<file path="src/rtl/sram_arbiter.sv">
// SRAM arbiter: AVR read/write sequencer sharing one async SRAM with a pass-through SNES port. Optional macro: SRAM_ARB_AUTOINC_EN.
// Latency: read data valid (avr_rvalid) in the 3rd cycle after acceptance; a write occupies 3 cycles after acceptance.
// Backpressure: avr_busy high outside IDLE or while snes_mode=1; requests seen while busy are dropped, never queued.
module sram_arbiter (
    input  logic        clk,
    input  logic        reset,
    input  logic        snes_mode,
    input  logic [20:0] avr_addr,
    input  logic        avr_addr_load,
    input  logic [7:0]  avr_wdata,
    input  logic        avr_rd_req,
    input  logic        avr_wr_req,
    output logic        avr_busy,
    output logic [7:0]  avr_rdata,
    output logic        avr_rvalid,
    input  logic [20:0] snes_addr,
    input  logic        snes_rd_n,
    output logic [7:0]  snes_data,
    output logic [20:0] sram_addr,
    input  logic [7:0]  sram_din,
    output logic [7:0]  sram_dout,
    output logic        sram_drive,
    output logic        sram_ce_n,
    output logic        sram_oe_n,
    output logic        sram_we_n
);

    typedef enum logic [2:0] {
        IDLE = 3'd0,
        RD_A = 3'd1,
        RD_B = 3'd2,
        WR_A = 3'd3,
        WR_B = 3'd4,
        WR_C = 3'd5,
        SNES = 3'd6
    } state_t;

    state_t      state;
    state_t      state_nxt;
    logic [20:0] addr_q;
    logic [7:0]  wdata_q;
    logic [20:0] access_addr;
    logic        accept;
    logic        access_done;

    assign accept      = (state == IDLE) && !snes_mode && (avr_rd_req || avr_wr_req);
    assign access_done = (state == RD_B) || (state == WR_C);

`ifdef SRAM_ARB_AUTOINC_EN
    logic [20:0] addr_cnt;

    // A load coinciding with acceptance addresses the freshly loaded value.
    assign access_addr = avr_addr_load ? avr_addr : addr_cnt;

    always_ff @(posedge clk) begin
        if (reset) begin
            addr_cnt <= 21'd0;
        end else if (avr_addr_load) begin
            addr_cnt <= avr_addr;
        end else if (access_done) begin
            addr_cnt <= addr_cnt + 21'd1;
        end
    end
`else
    logic unused_addr_load;

    assign access_addr      = avr_addr;
    assign unused_addr_load = avr_addr_load;
`endif

    always_ff @(posedge clk) begin
        if (reset) begin
            state      <= IDLE;
            addr_q     <= 21'd0;
            wdata_q    <= 8'd0;
            avr_rdata  <= 8'd0;
            avr_rvalid <= 1'b0;
        end else begin
            state      <= state_nxt;
            avr_rvalid <= (state == RD_B);
            if (state == RD_B) begin
                avr_rdata <= sram_din;
            end
            if (accept) begin
                addr_q <= access_addr;
                if (avr_wr_req) begin
                    wdata_q <= avr_wdata;
                end
            end
        end
    end

    always_comb begin
        state_nxt  = state;
        sram_ce_n  = 1'b1;
        sram_oe_n  = 1'b1;
        sram_we_n  = 1'b1;
        sram_drive = 1'b0;
        case (state)
            IDLE: begin
                // Write outranks read when both are requested together.
                if (snes_mode) begin
                    state_nxt = SNES;
                end else if (avr_wr_req) begin
                    state_nxt = WR_A;
                end else if (avr_rd_req) begin
                    state_nxt = RD_A;
                end
            end
            RD_A: begin
                sram_ce_n = 1'b0;
                sram_oe_n = 1'b0;
                state_nxt = RD_B;
            end
            RD_B: begin
                sram_ce_n = 1'b0;
                sram_oe_n = 1'b0;
                state_nxt = IDLE;
            end
            WR_A: begin
                sram_ce_n  = 1'b0;
                sram_drive = 1'b1;
                state_nxt  = WR_B;
            end
            WR_B: begin
                sram_ce_n  = 1'b0;
                sram_we_n  = 1'b0;
                sram_drive = 1'b1;
                state_nxt  = WR_C;
            end
            WR_C: begin
                sram_ce_n  = 1'b0;
                sram_drive = 1'b1;
                state_nxt  = IDLE;
            end
            SNES: begin
                sram_ce_n = 1'b0;
                sram_oe_n = snes_rd_n;
                if (!snes_mode) begin
                    state_nxt = IDLE;
                end
            end
            default: begin
                state_nxt = IDLE;
            end
        endcase
    end

    assign avr_busy  = (state != IDLE) || snes_mode;
    assign sram_addr = (state == SNES) ? snes_addr : addr_q;
    assign sram_dout = wdata_q;
    assign snes_data = (state == SNES) ? sram_din : 8'hFF;

endmodule

</file>
<file path="config.mk">
export PLATFORM = sky130hd
export DESIGN_NAME = sram_arbiter
export DESIGN_NICKNAME = d
export VERILOG_FILES = /design/src/rtl/sram_arbiter.sv
export SDC_FILE = /design/constraint.sdc
export NUM_CORES = 1
export LEC_CHECK = 0
export CORE_ASPECT_RATIO = 0.7
export CORE_MARGIN = 2
export CORE_UTILIZATION = 34
export CTS_CLUSTER_DIAMETER = 60
export CTS_CLUSTER_SIZE = 25
export DETAILED_ROUTE_END_ITERATION = 10
export PLACE_DENSITY_LB_ADDON = 0.15
export SLEW_MARGIN = 20
export SYNTH_ARGS = -nofsm -noshare
export SYNTH_HDL_FRONTEND = slang
export SYNTH_SLANG_ARGS = --single-unit
</file>
<file path="constraint.sdc">
create_clock -name clk -period 2 [get_ports clk]
set_input_delay 0.4 -clock clk [delete_from_list [all_inputs] [get_ports clk]]
set_output_delay 0.4 -clock clk [all_outputs]
set_load 0.01 [all_outputs]
</file>
==> results.sh, run 1 <==
export IMPL_met3_usage_pct=5.83
export IMPL_critPathMaxStageDelay_ns=0.51
export IMPL_start_kind="register"
export IMPL_rrSetupSlack_ns=0.21
export IMPL_fin_crit_sh_pct=97.7
export IMPL_grt_met1_usage_pct=20.6
export IMPL_die_width_microns=99.3
export IMPL_power_frac_comb_pct=34.2
export IMPL_hp_class="register to register"
export IMPL_final_cell_mix="80 x clkdlybuf4s50_1, 59 x nand2b_1, 38 x dfxtp_1"
export IMPL_cp_max_fo=11
export IMPL_p_per_area_nw_per_um2=632
export IMPL_final_util_pct=56.9
export IMPL_clk_insertion_delay_late_ns=0.28
export IMPL_die_h_microns=70.7
export IMPL_cts_made_buffers=5
export IMPL_rows=24
export IMPL_io_pin_count=116
export IMPL_synth_nets=282
export IMPL_syn_inst=217
export IMPL_worstMarginPinSlew_ns=0.475
export IMPL_synth_warnings=0
export IMPL_worstPathCellList="buf_4 -> or4_4 -> clkdlybuf4s15_1"
export IMPL_ys_seq_area_share_pct=37.9
export IMPL_post_synth_top_area_cell="dfxtp_1"
export IMPL_final_common_cell="clkdlybuf4s50_1"
export IMPL_overflow=0
export IMPL_grt_use_total_pct=14.9
export IMPL_critPathKind="register to output port"
export IMPL_clk_pin_slew_ns=0.08
export IMPL_pwr_share_seq_pct=41.8
export IMPL_rsz0062_at_grt="yes"
export IMPL_grt_max_degree=56
export IMPL_fin_hold_ws_ns=0.473
export IMPL_p_sw_uw=607
export IMPL_peakVddDrop_mv=0.273
export IMPL_synthFlopType="dfxtp_1"
export IMPL_worstPathRequired_ns=1.60
export IMPL_grt_pass1_wl_mm=8.54
export IMPL_finalCriticalPeriod_ns=1.95
export IMPL_clock_path_buffers=2
export IMPL_wl_per_cell_microns=12.4
export IMPL_clock_skew_ns=0.00999
export IMPL_critPathSlowestCell="or4_4"
export IMPL_netlist_area_leader_share_pct=37.9
export IMPL_timing_rr_end="addr_q[11]"
export IMPL_critPathCaptureType="output port"
export IMPL_coreArea_sq_um=6190
export IMPL_drc=0
export IMPL_grt_pass1_vias=1837
export IMPL_port_buffers=114
export IMPL_hold_end="sram_dout[7]"
export IMPL_slew_headroom_pct=67.5
export IMPL_antenna_found_initial=0
export IMPL_whs_path_depth=2
export IMPL_area_growth_pct=62.6
export IMPL_p_int_mw=1.62
export IMPL_cts_tree="built"
export IMPL_swShare_pct=27.3
export IMPL_pwr_share_clk_pct=24.0
export IMPL_synth_edf_count=0
export IMPL_drive_gt1_share_pct=19.5
export IMPL_grt_busiest_layer="met2"
export IMPL_hold_start="sram_dout[7]"
export IMPL_drv_cap=0
export IMPL_vias=1875
export IMPL_final_net_count=403
export IMPL_cts_root_buf="clkbuf_8"
export IMPL_finalSetupViolCount=0
export IMPL_place_gp_congestion=0.760
export IMPL_htree_levels=2
export IMPL_finalHoldViolCount=0
export IMPL_slew_violations=0
export IMPL_cts_hold_buf=0
export IMPL_placed_cell_area_sq_um=3430
export IMPL_use_met2_pct=22.3
export IMPL_fin_area_sq_um=3520
export IMPL_initial_core_util_pct=35.0
export IMPL_synth_area_sq_um=2160
export IMPL_antenna_left=0
export IMPL_dieArea_sq_um=7030
export IMPL_timing_rr_start="state[2]"
export IMPL_r2r_cells=6
export IMPL_antenna_cells=0
export IMPL_critical_path_arrival_ns=1.55
export IMPL_p_leak_nw=1.40
export IMPL_synth_area_top_cells="dfxtp_1 38%, mux2i_1 17%, nand2b_1 17%, mux2_2 11%, or2_2 2.3%"
export IMPL_dp_hpwl_mm=3.67
export IMPL_wl_mm=5.17
export IMPL_first_iter_violations=42
export IMPL_synth_avg_cell_area_sq_um=9.97
export IMPL_fillers=600
export IMPL_via_per_inst=4.51
export IMPL_synth_cell_types=25
export IMPL_postSynthRegisterBits=41
export IMPL_fmax_ghz=0.512
export IMPL_cts_sinks=41
export IMPL_first_pass_iters=4
export IMPL_async_reset_ff_share_pct=0
export IMPL_status="completed"
## cell families (layout without fill, tap and decap cells)
family / after synthesis / after routing / synth area share, %
mux: 58 / 58 / 28.1
compound gates: 9 / 9 / 2.78
buf+inv: 19 / 140 / 5.20
flops: 41 / 41 / 37.9
simple gates: 90 / 90 / 26.0
## area by class of cell
| cell class | instances | area (sq um) | area share [%] |
|---|---|---|---|
| Inverter | 3 | 11.3 | 0.320 |
| Clock buffer | 7 | 86.3 | 2.45 |
| Tap cell | 78 | 97.6 | 2.77 |
| Sequential cell | 41 | 825 | 23.4 |
| Multi-Input combinational cell | 157 | 1240 | 35.3 |
| Timing Repair Buffer | 130 | 1260 | 35.7 |
## how the worst max path moves through the flow
stage,from,endpoint,slack (ns),cells past startpoint
after floorplan,state[0],sram_addr[10],0.38,4
after global placement,snes_mode,avr_busy,-0.12,3
after detailed placement,snes_mode,avr_busy,-0.12,3
after CTS,state[0],sram_addr[16],0.0008,6
after global routing,state[0],sram_addr[7],-0.009,5
final,state[2],avr_busy,0.05,3
## synth_stat cells (2+ instances only)
| cell | number |
|---|---|
| a21oi_1 | 2 |
| buf_12 | 2 |
| clkbuf_1 | 12 |
| dfxtp_1 | 41 |
| inv_1 | 3 |
| mux2_2 | 21 |
| mux2i_1 | 37 |
| nand2b_1 | 59 |
| nand3_1 | 2 |
| nor2_1 | 12 |
| nor2_8 | 2 |
| nor3_1 | 3 |
| o21ai_0 | 2 |
| or2_2 | 8 |
## power by group through the flow
stage	logic (mW)	clock network (mW)	registers, mW
finish	0.760	0.535	0.930
global placement	0.796	0	0.940
floorplan	0.396	0	0.946
global route	0.823	0.592	0.938
detailed placement	0.801	0	0.941
CTS	0.772	0.565	0.927
## per-stage QoR
stage	std cells	setup TNS, ns	setup slack [ns]	power [mW]
after floorplan	217	0	0.379	1.34
after global placement	406	-0.131	-0.125	1.74
after detailed placement	406	-0.166	-0.122	1.74
after CTS	416	0	0.000793	2.26
after global routing	416	-0.0257	-0.00856	2.35
final	416	0	0.0455	2.22
## routing by layer
| metal | vias up | share of wire [%] |
|---|---|---|
| met5 | - | 0 |
| met4 | 0 | 0.37 |
| met3 | 2 | 10 |
| met2 | 74 | 41 |
| met1 | 832 | 48 |
| li1 | 967 | - |
## state kept, by name, summed over array words and instances, names as in the netlist
name	flops
avr_rvalid	1
sram_dout	8
addr_q	21
state	3
avr_rdata	8
## critical path: cells and delay by family, from the launching register on
kind,cells,cell delay [ns]
buf+inv,2,0.41
flops,1,0.35
simple gates,1,0.51
## repair_timing
| item | CTS | global route |
|---|---|---|
| hold endpoints to repair | 0 | 0 |
| setup buffers | 1 | 1 |
| cloned | 2 | 0 |
| pin swaps | 1 | 0 |
| gates resized for setup | 53 | 5 |
| setup endpoints to repair | 33 | 24 |
(Power assumes the default switching activity.)
==> run 2, diff against run 1 <==
--- a/config.mk
+++ b/config.mk
@@ -7,7 +7,7 @@
 export LEC_CHECK = 0
 export CORE_ASPECT_RATIO = 0.7
 export CORE_MARGIN = 2
-export CORE_UTILIZATION = 34
+export CORE_UTILIZATION = 39
 export CTS_CLUSTER_DIAMETER = 60
 export CTS_CLUSTER_SIZE = 25
 export DETAILED_ROUTE_END_ITERATION = 10
==> run 2 against run 1 <==
Effect of this change: via count increased by 0.59%; non-clock buffer count is 2 higher; critical path depth increased by 2; fmax is 0.40% higher; cell count shrank 0.72%; worst setup slack improved by 0.0078 ns; hold slack got worse by 0.00078 ns; first-iteration DRC count rose by 14%; sequential power about the same; combinational power up 2%; count of clock-buffer cells in the layout unchanged; critical endpoint is now snes_data[2].
==> results.sh, run 2 (same netlist as run 1, synthesis figures left out) <==
export IMPL_placed_cell_area_sq_um=3460
export IMPL_pre_cts_slack_ns=-0.147
export IMPL_final_common_cell="clkdlybuf4s50_1"
export IMPL_fillers=435
export IMPL_first_pass_iters=4
export IMPL_critical_path_arrival_ns=1.55
export IMPL_hold_start="addr_q[10]"
export IMPL_clk_pin_slew_ns=0.08
export IMPL_pwr_share_seq_pct=38.8
export IMPL_critPathKind="register to output port"
export IMPL_dp_hpwl_mm=3.92
export IMPL_port_buffers=114
export IMPL_finalCriticalPeriod_ns=1.95
export IMPL_clock_path_buffers=2
export IMPL_vias=1886
export IMPL_critPathSlowestCell="dfxtp_2"
export IMPL_p_sw_uw=629
export IMPL_power_frac_comb_pct=32.5
export IMPL_critPathCaptureType="output port"
export IMPL_cts_root_buf="clkbuf_8"
export IMPL_first_iter_violations=48
export IMPL_wl_per_cell_microns=12.6
export IMPL_antenna_found_initial=0
export IMPL_antenna_left=0
export IMPL_grt_use_total_pct=16.7
export IMPL_fmax_ghz=0.514
export IMPL_via_per_inst=4.57
export IMPL_io_pin_count=116
export IMPL_finalHoldViolCount=0
export IMPL_p_leak_nw=1.41
export IMPL_final_cell_mix="81 x clkdlybuf4s50_1, 59 x nand2b_1, 40 x dfxtp_1"
export IMPL_crit_start="state[0]"
export IMPL_rsz0062_at_grt="yes"
export IMPL_setup_tns_ns=0
export IMPL_drc=0
export IMPL_fin_area_sq_um=3600
export IMPL_worstMarginPinSlew_ns=0.441
export IMPL_largest_register_ffs=21
export IMPL_fin_crit_sh_pct=97.3
export IMPL_finalSetupViolCount=0
export IMPL_grt_max_degree=55
export IMPL_antenna_cells=0
export IMPL_timing_rr_start="state[1]"
export IMPL_coreArea_sq_um=5290
export IMPL_die_h_microns=66.3
export IMPL_hp_class="register to register"
export IMPL_swShare_pct=26.3
export IMPL_rows=22
export IMPL_pwr_share_clk_pct=28.7
export IMPL_die_width_microns=93.0
export IMPL_peakVddDrop_mv=0.342
export IMPL_p_per_area_nw_per_um2=665
export IMPL_slew_violations=0
export IMPL_htree_levels=2
export IMPL_drive_gt1_share_pct=19.9
export IMPL_cp_max_fo=7
export IMPL_status="completed"
export IMPL_clock_skew_ns=0.00378
export IMPL_cts_hold_buf=0
export IMPL_clk_insertion_delay_late_ns=0.29
export IMPL_critPathMaxStageDelay_ns=0.34
export IMPL_initial_core_util_pct=40.9
export IMPL_drv_cap=0
export IMPL_setup_ws_ns=0.0533
export IMPL_final_net_count=405
export IMPL_worstPathCellList="inv_4 -> nand3_4 -> clkbuf_16 -> or2_2 -> dlygate4sd2_1"
export IMPL_wl_mm=5.19
export IMPL_p_total_mw=2.39
export IMPL_top_register="addr_q"
export IMPL_worstPathRequired_ns=1.60
export IMPL_dieArea_sq_um=6170
export IMPL_slew_headroom_pct=69.8
export IMPL_cts_sinks=41
export IMPL_cts_made_buffers=5
export IMPL_final_cells=413
export IMPL_grt_pass1_vias=1733
export IMPL_place_gp_congestion=0.810
export IMPL_cts_tree="built"
export IMPL_dp_cells=402
export IMPL_overflow=0
export IMPL_grt_pass1_wl_mm=8.31
export IMPL_start_kind="register"
export IMPL_p_int_mw=1.76
export IMPL_area_growth_pct=66.2
[run 2: cell types whose count changed in the layout (fill, tap and decap cells not counted), moves of 2 or more]
| cell | delta |
|---|---|
| clkdlybuf4s15_2 | -3 |
| dfxtp_1 | +2 |
| dlygate4sd2_1 | -11 |
| clkdlybuf4s15_1 | +10 |
| buf_6 | +2 |
| dfxtp_2 | -2 |
[run 2: layout make-up]
class                           instances  area, sq um  share of cell area, %
Timing Repair Buffer                  132         1310                   36.4
Multi-Input combinational cell        157         1240                   34.6
Sequential cell                        41          822                   22.9
Tap cell                               72         90.1                   2.51
Clock buffer                            7         86.3                   2.40
Clock inverter                          1         30.0                  0.835
Inverter                                3         13.8                  0.383
[run 2: path summary, 6_finish.rpt]
| path | endpoint | slack, ns | depth (start not counted) |
|---|---|---|---|
| max | snes_data[2] | 0.05 | 5 |
| min reg2reg | addr_q[10] | 0.47 | 2 |
| max reg2reg | addr_q[17] | 0.18 | 6 |
| min | addr_q[10] | 0.47 | 2 |
[run 2: power groups by stage]
stage | registers [mW] | logic (mW) | clock network [mW]
2_1_floorplan | 0.946 | 0.396 | 0
3_3_place_gp | 0.940 | 0.797 | 0
3_5_place_dp | 0.941 | 0.809 | 0
4_1_cts | 0.928 | 0.763 | 0.705
5_1_grt | 0.937 | 0.840 | 0.737
6_report | 0.928 | 0.777 | 0.687
[run 2: routing by layer]
layer / part of all wire, % / GRT usage (%) / vias to the layer above
li1: - / - / 967
met1: 47 / 21.9 / 841
met2: 44 / 27.3 / 73
met3: 8.3 / 4.90 / 5
met4: 0.54 / 3.86 / 0
met5: 0 / 0 / -
[run 2: critical path: cells and delay by family, from the launching register on]
kind          cells  cell delay (ns)
buf+inv           3             0.54
simple gates      2             0.38
flops             1             0.34
[run 2: repair_timing]
action / CTS / global route
gates resized for setup: 52 / 23
pin swaps: 0 / 0
setup endpoints to repair: 33 / 6
buffers inserted: 2 / 0
gates cloned: 0 / 1
[run 2: through the flow]
| step | hold slack (ns) | util, % |
|---|---|---|
| 2_1_floorplan | 0.445 | - |
| 6_report | 0.472 | 68.0 |
| 3_5_place_dp | 0.460 | 65.4 |
| 5_1_grt | 0.499 | 68.0 |
| 3_3_place_gp | 0.457 | 65.4 |
| 4_1_cts | 0.476 | 67.1 |
